==> src/rtl/util_pkg.sv <==
// Shared helpers for the pipeline slice.
// count_w: width of a counter that holds the range 0..n.
package util_pkg;

    function automatic int count_w(input int n);
        return $clog2(n + 1);
    endfunction

endpackage

==> src/rtl/pipe_slot.sv <==
// One elastic pipeline stage: a valid bit plus a data register.
// Ports: clk/reset/flush control; adv enables the stage, up_valid/up_data
// come from the previous stage; valid/data are the held contents.
module pipe_slot #(
    parameter int               WIDTH       = 32,
    parameter logic [WIDTH-1:0] RESET_VALUE = '0
) (
    input  logic             clk,
    input  logic             reset,
    input  logic             flush,
    input  logic             adv,
    input  logic             up_valid,
    input  logic [WIDTH-1:0] up_data,
    output logic             valid,
    output logic [WIDTH-1:0] data
);

    // Data only loads under a valid upstream payload, so bubbles
    // passing through leave the data register untouched.
    always_ff @(posedge clk) begin
        if (reset) begin
            valid <= 1'b0;
            data  <= RESET_VALUE;
        end else if (flush) begin
            valid <= 1'b0;
        end else if (adv) begin
            valid <= up_valid;
            if (up_valid) begin
                data <= up_data;
            end
        end
    end

endmodule

==> src/rtl/elastic_pipe.sv <==
// Multi-stage valid/ready pipeline register with bubble collapsing and flush.
// Ports: clk, reset, flush; in_valid/in_ready/in_data upstream;
// out_valid/out_ready/out_data downstream; occupancy = valid stage count.
module elastic_pipe
    import util_pkg::*;
#(
    parameter int               WIDTH       = 32,
    parameter int               DEPTH       = 2,
    parameter logic [WIDTH-1:0] RESET_VALUE = '0,
    localparam int              CW          = count_w(DEPTH)
) (
    input  logic             clk,
    input  logic             reset,
    input  logic             flush,
    input  logic             in_valid,
    output logic             in_ready,
    input  logic [WIDTH-1:0] in_data,
    output logic             out_valid,
    input  logic             out_ready,
    output logic [WIDTH-1:0] out_data,
    output logic [CW-1:0]    occupancy
);

    logic [DEPTH:0]   adv;
    logic [DEPTH-1:0] v;
    logic [WIDTH-1:0] d [DEPTH];

    // A stage may advance when it is empty or the stage after it advances;
    // this chain is what lets bubbles collapse under backpressure.
    assign adv[DEPTH] = out_ready;

    for (genvar i = 0; i < DEPTH; i++) begin : g_stage
        logic             up_v;
        logic [WIDTH-1:0] up_d;

        assign adv[i] = !v[i] || adv[i+1];

        if (i == 0) begin : g_head
            assign up_v = in_valid;
            assign up_d = in_data;
        end else begin : g_body
            assign up_v = v[i-1];
            assign up_d = d[i-1];
        end

        pipe_slot #(
            .WIDTH       (WIDTH),
            .RESET_VALUE (RESET_VALUE)
        ) u_slot (
            .clk      (clk),
            .reset    (reset),
            .flush    (flush),
            .adv      (adv[i]),
            .up_valid (up_v),
            .up_data  (up_d),
            .valid    (v[i]),
            .data     (d[i])
        );
    end

    assign in_ready  = adv[0] && !flush;
    assign out_valid = v[DEPTH-1] && !flush;
    assign out_data  = d[DEPTH-1];

    always_comb begin
        occupancy = '0;
        for (int i = 0; i < DEPTH; i++) begin
            occupancy = occupancy + CW'(v[i]);
        end
    end

endmodule

==> config.mk <==
export PLATFORM = sky130hd
export DESIGN_NAME = elastic_pipe
export DESIGN_NICKNAME = d
export VERILOG_FILES = /design/src/rtl/util_pkg.sv /design/src/rtl/pipe_slot.sv /design/src/rtl/elastic_pipe.sv
export SDC_FILE = /design/constraint.sdc
export NUM_CORES = 1
export LEC_CHECK = 0
export CAP_MARGIN = 20
export CORE_MARGIN = 4
export CORE_UTILIZATION = 50
export DETAILED_ROUTE_END_ITERATION = 16
export PLACE_DENSITY = 0.9
export SYNTH_ARGS = -nofsm -noshare
export SYNTH_HDL_FRONTEND = slang
export SYNTH_HIERARCHICAL = 1
export SYNTH_SLANG_ARGS = --single-unit
==> constraint.sdc <==
create_clock -name clk -period 2.3 [get_ports clk]
set_clock_uncertainty 0.15 [all_clocks]
set_input_delay 0.23 -clock clk [delete_from_list [all_inputs] [get_ports clk]]
set_output_delay 0.23 -clock clk [all_outputs]
set_load 0.02 [all_outputs]
Word-level counts from Yosys, hierarchy flattened
Cells that the tools add are included.
{"block": "classes", "mux": 0, "multipliers": 0, "addsub": 1, "bitwise_logic": 1, "div": 0, "reduce_logical": 10, "eq_ne": 0, "shift": 0, "order_cmp": 0}
{"cell": "$reduce_and A3 Y1", "n": 2}
{"cell": "$logic_not A1 Y1", "n": 3}
{"cell": "$add A1 B1 Y2", "n": 1}
{"cell": "$logic_and A1 B1 Y1", "n": 2}
{"cell": "$logic_or A1 B1 Y1", "n": 2}
{"cell": "$reduce_or A2 Y1", "n": 1}
{"cell": "$not A1 Y1", "n": 1}
{"block": "totals", "wordCells": 16, "register_bits": 66, "mem_bits_ro": 0, "mem_bits_rw": 0, "output_inout_bits": 36, "latch_bits": 0, "inputBits": 37, "mem_count": 0}

Longest topological paths before layout
Gate-level depths: netlist of the first run.
{"block": "depth", "ltp_word": 4, "mapped_depth": 5, "depth_no_buf": 3}

Cells and area by module
Netlist of the first run, hierarchy kept.
{"mod": "pipe_slot", "instances": 2, "area_each_um2": 1503.9, "cells_each": 143, "seq_area_each_um2": 660.6}
{"mod": "elastic_pipe", "instances": 1, "area_each_um2": 58.8, "cells_each": 5, "seq_area_each_um2": 0.0}

Worst setup path before layout of the first run
No wires, ideal clock.
{"block": "synth_timing", "path_kind": "register to register", "start": "register g_stage[1].u_slot.valid", "end": "register g_stage[1].u_slot.data[0]", "stages_incl_launch_ff": 6, "n_path_buf": 2, "setup_slack_ns": 0.991, "required_ns": 2.032, "setup_time_ns": 0.118, "arrival_time_ns": 1.041, "synth_period_minus_slack_ns": 1.309, "path_cell_list": "dfxtp_1 nand2b_1 and3b_1 buf_6 buf_12 mux2i_1"}
{"block": "synth_via", "elab_chain_len": 3}
{"element": "start, declared", "line": "pipe_slot.sv:14", "text": "output logic valid,"}
{"element": "start signal, assigned", "line": "pipe_slot.sv:27", "text": "valid <= up_valid;"}
{"element": "$logic_not A1 Y1", "line": "elastic_pipe.sv:36", "text": "assign adv[i] = !v[i] || adv[i+1];"}
{"element": "$logic_or A1 B1 Y1", "line": "elastic_pipe.sv:36"}
{"element": "net adv[1]", "line": "elastic_pipe.sv:24", "text": "logic [DEPTH:0] adv;"}
{"element": "$reduce_and A3 Y1 (no source line)"}
{"element": "end signal, assigned", "line": "pipe_slot.sv:29", "text": "data <= up_data;"}
{"element": "end, declared", "line": "pipe_slot.sv:15", "text": "output logic [WIDTH-1:0] data"}
The timed path passes the listed nets, and every way through them passes these cells.
A chain may end at the register's enable or synchronous reset.

Worst setup path after layout of the first run
{"block": "layout_timing", "start": "register g_stage[1].u_slot.valid", "end": "output port occupancy[0]"}
{"block": "layout_via", "elab_chain_len": 1}
{"element": "$add A1 B1 Y2", "line": "elastic_pipe.sv:68", "text": "occupancy = occupancy + CW'(v[i]);"}
{"element": "end, declared", "line": "elastic_pipe.sv:21", "text": "output logic [CW-1:0] occupancy"}
No other way between the ends.

==> key figures, run 1 <==
Die
  • Core ar.: 0.00592 mm2
  • Starting Density: 51.8%
  • Die ar.: 0.00745 mm2
  • Die Wd: 86.3 um
  • Rows: 28
  • Ports: 73
  • Die Ht: 86.3 um

Critical path
  • CP Cell Sequence: ha_1 -> clkdlybuf4s50_1
  • CP startpoint kind: register
  • Number of cells on the critical path: 2
  • Crit path buf inv count: 1
  • Crit path DAT: 1610 ps
  • Max Fanout on Critical Path: 5
  • Crit-path max cell delay: 600 ps
  • Reg2Reg Depth: 4
  • Worst r2r src: g_stage[1].u_slot/valid$_SDFFE_PP0P_
  • CP Capture Point: occupancy[0]
  • CP Capture Type: output port
  • Critical path class: reg2out
  • Worst R2R End: g_stage[1].u_slot/data[15]$_SDFFE_PP0P_
  • Crit path launch: g_stage[1].u_slot/valid$_SDFFE_PP0P_
  • Worst EP required: about 1900 ps
  • Worst R2R Setup Slack: ~840 ps
  • CP max stage cell: clkdlybuf4s50_1
  • Delay-heaviest family, CP: buffers and inverters

GRT
  • Overflow after GRT: 0
  • First-pass GRT wire length: 9.26 mm
  • Met2 Use GR: roughly 28%
  • M3 GR Usage: 4.56%
  • Initial antenna violation count: 0
  • Busiest grt layer: met2
  • Vias in the first global route: 2053
  • Grt met1 use: 18.0%
  • Pin count of the biggest net entering global routing: 131
  • Total GRT Usage: 15.9%

Clock network
  • Post-CTS Resized: 0
  • Skew-Pair Late Insertion Delay: 340 ps
  • Clock-pin transition on the worst setup and hold timing paths: 70 ps
  • Hold_buf cts: 0
  • Clk buf depth: 2
  • Clock sinks: 66
  • CTS tree: built
  • CTS buffer count: 9
  • Htree depth: 3
  • CTS root buf: clkbuf_8
  • Setup bufs post-CTS: 0

Layout
  • Layout cells sized above 1: under 10%
  • Finished Layout Cells: 435
  • Diode count: 0
  • Area grow syn2layout: 30.2%
  • FILL cells: 474
  • Final core area utilization: 67.4%
  • Final nets: 393

Logic synthesis
  • Synth warn: 6
  • Area contributors post-synth: dfxtp_1 (43%), nand2b_1 (26%), mux2i_1 (22%)
  • Synth Cell Area: 0.00307 mm2
  • Yosys top cell area share: 43.1%
  • Post-synthesis sequential area ratio: 43.1%
  • Largest area contributor in the netlist: dfxtp_1
  • Avg Cell Area, Syn: approximately 11 um2
  • Register bit count reported by yosys: 66
  • Netlist cell types: 13
  • Post-Syn Instances: 291
  • Syn nets: between 300 and 400

Timing
  • Fmax: about 500 MHz
  • Unrepaired setup endpoints after global routing: false
  • Final Hold Fails: 0
  • Fin crit period: ~2000 ps
  • Relative slew margins: 76.6%
  • Fin Setup TNS: 0 ps
  • Final period util: 86.7%
  • Final setup violation count: 0
  • Worst Max-Slew Pin Slew: 350 ps
  • Pins Over Slew Limit: 0

Power and ir drop
  • Pwr/cell area: 662 mW/mm2
  • Power share of the combinational group: 9.0%
  • Lkg Pwr: 1.43 nW
  • Max VDD drop: between 0.5 and 0.6 mV
  • Net Sw Frac: 21.5%
  • Part of the power in registers: 45.2%
  • Clock network power share: between 40% and 50%
  • Internal power: 2.07 mW
  • NetSw: 0.568 mW

Routing
  • Detailed Route WL: around 5.7 mm
  • DRT iter0 DRCs: 37
  • DRT antenna net count: 0
  • DR WL/cell: 13.0 um
  • Pre-antenna DRT Iters: 4
  • DR vias: 2083
  • Remaining DRCs: 0
  • DR vias/cell: 4.79

Min path
  • Worst Hold Class: in2reg

Placed design
  • Placed instance count: 419
  • IO Port Bufs: just over 70
  • Gpl congestion: 0.726
  • HPWL Detailed: approximately 3.7 mm

Flow run
  • MaxCap Viol Count: 0

Outcome
  • Status: complete, no violations
==> metrics by stage <==
stage | area, um2 | power [mW] | setup WS [ps] | hold WS, ps
floorplan | 3070 | 1.38 | 991 | 159
global placement | 3740 | 1.45 | 359 | 308
detailed placement | 3740 | 1.46 | 343 | 315
CTS | 3990 | 2.67 | 283 | 288
global route | 3990 | 2.74 | 235 | 305
finish | 3990 | 2.64 | 305 | 298
==> registers in the layout (all words and copies together), names as in the netlist <==
name,count
g_stage.u_slot/data,64
g_stage.u_slot/valid,2
==> cells by family (layout without fill, tap and decap cells) <==
kind of cell	Yosys count	after routing	share of synthesized area, %
muxes	66	66	21.5
DFF	66	66	43.1
adders and majority gates	1	1	0.408
and+or+nand+nor	136	136	28.5
buffers and inverters	22	91	6.45
==> worst min-delay path by stage <==
stage	startpoint	endpoint	cells after the start
2_1_floorplan	flush	g_stage[0].u_slot/valid$_SDFFE_PP0P_	1
3_3_place_gp	g_stage[1].u_slot/data[1]$_SDFFE_PP0P_	g_stage[1].u_slot/data[1]$_SDFFE_PP0P_	2
3_5_place_dp	g_stage[1].u_slot/data[31]$_SDFFE_PP0P_	g_stage[1].u_slot/data[31]$_SDFFE_PP0P_	2
4_1_cts	in_data[10]	g_stage[0].u_slot/data[10]$_SDFFE_PP0P_	3
5_1_grt	in_data[21]	g_stage[0].u_slot/data[21]$_SDFFE_PP0P_	3
6_report	reset	g_stage[1].u_slot/valid$_SDFFE_PP0P_	3
==> placed cells by master, fill, tap and decap left out <==
| cell | netlist | final |
|---|---|---|
| nand2b_1 | 129 | 129 |
| clkdlybuf4s50_1 | 0 | 71 |
| mux2i_1 | 66 | 66 |
| dfxtp_1 | 66 | 66 |
| clkbuf_8 | 0 | 10 |
| bufinv_16 | 0 | 3 |
| buf_12 | 6 | 3 |
| clkinvlp_4 | 0 | 2 |
| and3b_2 | 0 | 2 |
| nor3_1 | 2 | 2 |
| nand3b_4 | 1 | 1 |
| nor2b_4 | 1 | 1 |
| nor2b_1 | 1 | 1 |
| ha_1 | 1 | 1 |
| clkinv_4 | 0 | 1 |
| buf_2 | 2 | 1 |
==> worst register-to-register path: cells and delay by family, from the launching register on <==
family,cells,cell delay (ps)
flops,1,380
simple gates,2,370
buf+inv,1,250
mux,1,240
==> cell type report <==
cell class              count  area, um2  area share (%)
well taps                  75       93.8            2.35
clock inverters             6        114            2.85
repair buffers             75        776            19.4
multi-input cells         203       1550            38.8
clock buffers              10        138            3.45
flip-flops and latches     66       1320            33.1
==> synthesized netlist by cell type <==
| master | count |
|---|---|
| buf_2 | 2 |
| nor2b_1 | 1 |
| ha_1 | 1 |
| nand3b_4 | 1 |
| clkbuf_1 | 12 |
| nor2b_4 | 1 |
| nand2b_1 | 129 |
| nor3_1 | 2 |
| dfxtp_1 | 66 |
| mux2i_1 | 66 |
| buf_6 | 2 |
| and3b_1 | 2 |
| buf_12 | 6 |
==> routing by layer <==
metal | wire, um | part of all wire (%) | up-vias
li1 | - | - | 1066
met1 | 2470 | 43 | 964
met2 | 2840 | 50 | 47
met3 | 287 | 5.1 | 6
met4 | 78 | 1.4 | 0
met5 | 0 | 0 | -
==> power groups by stage <==
stage / combinational [mW] / sequential [mW] / clock (mW)
CTS: 0.240 / 1.19 / 1.23
detailed placement: 0.239 / 1.22 / 0
global route: 0.257 / 1.20 / 1.28
finish: 0.238 / 1.19 / 1.21
floorplan: 0.154 / 1.22 / 0
global placement: 0.234 / 1.22 / 0
No activity file was read; power rests on OpenSTA's default activity.
==> run 2, diff against run 1 <==
- CORE_UTILIZATION: 50 -> 53
- PLACE_DENSITY: 0.9 -> 0.94
- REMOVE_ABC_BUFFERS: not set -> 1
==> run 2 against run 1 <==
First-iteration DRC count rose by 76%; cell count fell by 0.92%; combinational power barely moved; routed wire length fell by 0.85%; setup slack improved by 7.6 ps; worst hold slack improved by 14 ps.
==> key figures, run 2 (synthesis gave the netlist of run 1 again) <==
Routing
  • DR WL/cell: 13.1 um
  • Detailed Route WL: 5.63 mm
  • DRT antenna net count: 0
  • DR vias/cell: 4.76
  • Remaining DRCs: 0
  • DR vias: 2050
  • DRT iter0 DRCs: 65
  • Pre-antenna DRT Iters: 4

Clock network
  • Post-CTS Resized: 0
  • CTS tree: built
  • CTS buffer count: 9
  • Hold_buf cts: 0
  • Setup bufs post-CTS: 0
  • Htree depth: 3
  • Clk buf depth: 2
  • Clock-pin transition on the worst setup and hold timing paths: 60 ps
  • Clock sinks: 66
  • CTS root buf: clkbuf_8
  • Skew-Pair Late Insertion Delay: approximately 330 ps

Critical path
  • Crit path buf inv count: 1
  • Number of cells on the critical path: 2
  • CP startpoint kind: register
  • Crit path launch: g_stage[0].u_slot/valid$_SDFFE_PP0P_
  • Max Fanout on Critical Path: 5
  • Delay-heaviest family, CP: buffers and inverters
  • CP Capture Type: output port
  • CP Capture Point: occupancy[0]
  • Critical path class: reg2out
  • Worst r2r src: g_stage[1].u_slot/valid$_SDFFE_PP0P_
  • Worst R2R End: g_stage[1].u_slot/data[31]$_SDFFE_PP0P_
  • Crit-path max cell delay: 540 ps
  • CP max stage cell: clkdlybuf4s50_1
  • CP Cell Sequence: ha_1 -> clkdlybuf4s50_1
  • Worst EP required: 1920 ps
  • Crit path DAT: approximately 1600 ps
  • Worst R2R Setup Slack: 840 ps
  • Reg2Reg Depth: 4

Layout
  • Area grow syn2layout: 27.9%
  • Most common cell after layout, fill and taps aside: nand2b_1
  • Biggest regs: g_stage.u_slot/data x64, g_stage.u_slot/valid x2
  • Final nets: 393
  • Reg with most FFs: g_stage.u_slot/data
  • Finished Layout Cells: around 430
  • Final Cell Area: 0.00392 mm2
  • FILL cells: ~430
  • Footprint of the multi-input gates: approximately 0.0016 mm2
  • Max reg flops: between 60 and 70
  • Layout cells sized above 1: 5.85%
  • Register area: 0.00132 mm2
  • Most frequent cells in the layout: nand2b_1 (129), clkdlybuf4s50_1 (71), mux2i_1 (66), dfxtp_1 (66), clkbuf_8 (10)
  • Diode count: 0

Die
  • Rows: 27
  • Die ar.: a little over 0.007 mm2
  • Die Ht: 84.1 um
  • Die Wd: 84.1 um
  • Starting Density: ~55%
  • Ports: 73
  • Core ar.: 0.00557 mm2

GRT
  • Pin count of the biggest net entering global routing: ~130
  • Vias in the first global route: 2069
  • Overflow after GRT: 0
  • Total GRT Usage: 16.8%
  • First-pass GRT wire length: roughly 9.6 mm
  • Initial antenna violation count: 0

Min path
  • Worst Hold Class: in2reg

Timing
  • Pins Over Slew Limit: 0
  • Fmax: 503 MHz
  • Relative slew margins: 78.0%
  • Worst Max-Slew Pin Slew: approximately 330 ps
  • Fin crit period: 1990 ps
  • Final period util: 86.4%
  • Unrepaired setup endpoints after global routing: false
  • Fin Setup TNS: 0 ps
  • Final setup violation count: 0
  • Final Hold Fails: 0

Placed design
  • Placed inst area: 0.00374 mm2
  • Gpl congestion: 0.764
  • IO Port Bufs: between 70 and 80
  • HPWL Detailed: 3.78 mm
  • Placed instance count: roughly 420

Flow run
  • MaxCap Viol Count: 0

Outcome
  • Status: complete, no violations

Power and ir drop
  • Max VDD drop: 0.428 mV
  • Pwr/cell area: 603 mW/mm2
  • Lkg Pwr: 1.41 nW
## run 2: area by class of cell
class / instances / area share (%)
Clock inverter: 3 / 1.02
Sequential cell: 66 / 33.7
Multi-Input combinational cell: 203 / 39.5
Timing Repair Buffer: 75 / 19.8
Tap cell: 72 / 2.30
Clock buffer: 12 / 3.70
## run 2: metal layers
metal | vias to the layer above | track usage, % | routed length [um]
met1 | 924 | 20.2 | 2540
met2 | 54 | 27.4 | 2670
met3 | 11 | 4.84 | 297
met4 | 0 | 8.33 | 121
met5 | - | 0 | 0
li1 | 1061 | - | -
## run 2: worst min-delay path by stage
stage,from,end,cells past startpoint
after floorplan,reset,g_stage[0].u_slot/valid$_SDFFE_PP0P_,1
after global placement,g_stage[1].u_slot/data[22]$_SDFFE_PP0P_,g_stage[1].u_slot/data[22]$_SDFFE_PP0P_,2
after detailed placement,g_stage[1].u_slot/data[18]$_SDFFE_PP0P_,g_stage[1].u_slot/data[18]$_SDFFE_PP0P_,2
after CTS,reset,g_stage[1].u_slot/valid$_SDFFE_PP0P_,3
after global routing,in_data[24],g_stage[0].u_slot/data[24]$_SDFFE_PP0P_,3
final,reset,g_stage[1].u_slot/valid$_SDFFE_PP0P_,3
## run 2: tightest hold or removal path, cell delays in order
cell and delay, ps:
buf_2 100, buf_12 300, nor3_1 90
## run 2: stage by stage
stage,power [mW],setup WS (ps),utilization (%),hold WS (ps)
3_5_place_dp,1.46,333,67.0,311
5_1_grt,2.47,237,70.4,305
3_3_place_gp,1.45,369,67.0,308
2_1_floorplan,1.34,205,-,157
6_report,2.36,313,70.4,312
4_1_cts,2.39,286,70.4,292
## run 2: power by group
group          total, mW  internal, mW  switching [mW]
registers           1.19          1.18          0.0185
logic              0.236         0.147          0.0895
clock network      0.932         0.522           0.411
total               2.36          1.84           0.519
==> run 3, diff against run 2 <==
- CELL_PAD_IN_SITES_DETAIL_PLACEMENT: not set -> 0
- CELL_PAD_IN_SITES_GLOBAL_PLACEMENT: not set -> 1
- CORE_UTILIZATION: 53 -> 41
- PLACE_DENSITY: 0.94 -> 0.95
==> run 3 against run 2 <==
Combinational power about the same; critical path depth unchanged; first-iteration DRC count decreased by 22%; clock-buffer cell count decreased by 2; sequential power about the same; critical endpoint unchanged; largest power group unchanged; largest cell class unchanged; fmax increased by 0.94%; sequential share of layout area decreased by 0.84 points.
==> key figures, run 3 (synthesis gave the netlist of run 1 again) <==
Outcome
  • Status: complete, no violations

Layout
  • Biggest regs: g_stage.u_slot/data x64, g_stage.u_slot/valid x2
  • Reg with most FFs: g_stage.u_slot/data
  • Most common cell after layout, fill and taps aside: nand2b_1
  • Final nets: 393
  • Most frequent cells in the layout: nand2b_1 (129), clkdlybuf4s50_1 (71), mux2i_1 (66), dfxtp_1 (66), clkbuf_8 (10)
  • Diode count: 0
  • Layout cells sized above 1: roughly 6.7%
  • Area grow syn2layout: 31.2%
  • Max reg flops: 64

Clock network
  • Skew-Pair Late Insertion Delay: between 300 and 400 ps
  • Clock sinks: 66
  • Htree depth: 3
  • Post-CTS Resized: 0
  • CTS root buf: clkbuf_8
  • CTS tree: built
  • CTS buffer count: 9
  • Clock-pin transition on the worst setup and hold timing paths: about 70 ps
  • Hold_buf cts: 0
  • Setup bufs post-CTS: 0
  • Clk buf depth: 2

Power and ir drop
  • Power share of the combinational group: 9.0%
  • Part of the power in registers: 45.5%
  • Max VDD drop: between 0.3 and 0.4 mV
  • NetSw: 0.550 mW
  • Internal power: 2.07 mW
  • Tot Pwr: 2.62 mW
  • Clock network power share: 45.5%
  • Pwr/cell area: 652 mW/mm2
  • Lkg Pwr: 1.43 nW
  • Net Sw Frac: 21.0%

Timing
  • Unrepaired setup endpoints after global routing: false
  • Relative slew margins: 76.4%
  • Final period util: between 80% and 90%
  • Fin Setup TNS: 0 ps
  • Worst Max-Slew Pin Slew: 355 ps
  • Fin crit period: 1970 ps
  • Pins Over Slew Limit: 0
  • Final setup violation count: 0
  • Final Hold Fails: 0
  • Fmax: 508 MHz

Die
  • Starting Density: 42.3%
  • Ports: 73
  • Die ar.: 0.00893 mm2
  • Die Wd: 94.5 um
  • Die Ht: between 90 and 100 um
  • Rows: 31
  • Core ar.: 0.00725 mm2

Critical path
  • CP startpoint kind: register
  • Worst R2R Setup Slack: 860 ps
  • Crit path DAT: 1590 ps
  • Max Fanout on Critical Path: 5
  • CP Capture Type: output port
  • Critical path class: reg2out
  • Worst EP required: 1920 ps

Routing
  • DRT iter0 DRCs: between 50 and 60
  • DR vias: about 2100
  • Pre-antenna DRT Iters: 4
  • DR WL/cell: about 12 um
  • Detailed Route WL: 5.40 mm
  • Remaining DRCs: 0
  • DR vias/cell: 4.50
  • DRT antenna net count: 0

GRT
  • Overflow after GRT: 0
  • Total GRT Usage: 13.0%
  • Pin count of the biggest net entering global routing: 131
  • Initial antenna violation count: 0
  • First-pass GRT wire length: 9.06 mm
  • Vias in the first global route: 2097

Placed design
  • IO Port Bufs: 72
  • HPWL Detailed: approximately 3.4 mm
  • Gpl congestion: between 0.7 and 0.8

Flow run
  • MaxCap Viol Count: 0

Min path
  • Worst Hold Class: in2reg
[run 3: cell types whose count changed in the layout (fill, tap and decap cells not counted), sizes merged]
cell	previous run	this run
bufinv	1	3
clkbuf	12	10
clkinv	2	1
clkinvlp	0	2
[run 3: per-stage QoR]
step | cells | utilization [%] | cell area (um2) | hold WS [ps] | setup WS, ps
6_report | 459 | 55.5 | 4020 | 305 | 331
5_1_grt | 459 | 55.5 | 4020 | 296 | 234
4_1_cts | 459 | 55.5 | 4020 | 282 | 298
3_5_place_dp | 443 | 52.0 | 3770 | 311 | 339
3_3_place_gp | 443 | 52.0 | 3770 | 308 | 346
2_1_floorplan | 269 | - | 2870 | 157 | 205
[run 3: critical path, cell delays in order, from the launching register on]
cell	delay, ps
dfxtp_1	370
ha_1	300
clkdlybuf4s50_1	590
[run 3: worst paths after layout]
check,depth (start not counted),startpoint,end
min,3,in_data[20],g_stage[0].u_slot/data[20]$_SDFFE_PP0P_
min reg2reg,2,g_stage[0].u_slot/data[22]$_SDFFE_PP0P_,g_stage[1].u_slot/data[22]$_SDFFE_PP0P_
max,2,g_stage[1].u_slot/valid$_SDFFE_PP0P_,occupancy[0]
max reg2reg,4,g_stage[1].u_slot/valid$_SDFFE_PP0P_,g_stage[1].u_slot/data[13]$_SDFFE_PP0P_
[run 3: cell type report]
cell class	count	area, um2
well taps	99	124
flip-flops and latches	66	1320
fillers	659	3230
multi-input cells	203	1550
repair buffers	75	776
clock inverters	6	114
clock buffers	10	138
[run 3: per-layer routing]
layer | share of wire [%] | up-vias | GRT usage, % | routed length [um]
met4 | 1.9 | 0 | 6.85 | 100
met3 | 5.3 | 10 | 3.82 | 285
li1 | - | 1060 | - | -
met2 | 48 | 48 | 22.0 | 2590
met1 | 45 | 947 | 14.7 | 2430
met5 | 0 | - | 0 | 0
[run 3: power groups by stage]
stage	clock [mW]	sequential, mW	combinational, mW
finish	1.19	1.19	0.236
global route	1.30	1.20	0.257
CTS	1.24	1.19	0.240
detailed placement	0	1.22	0.239
global placement	0	1.22	0.235
floorplan	0	1.22	0.119
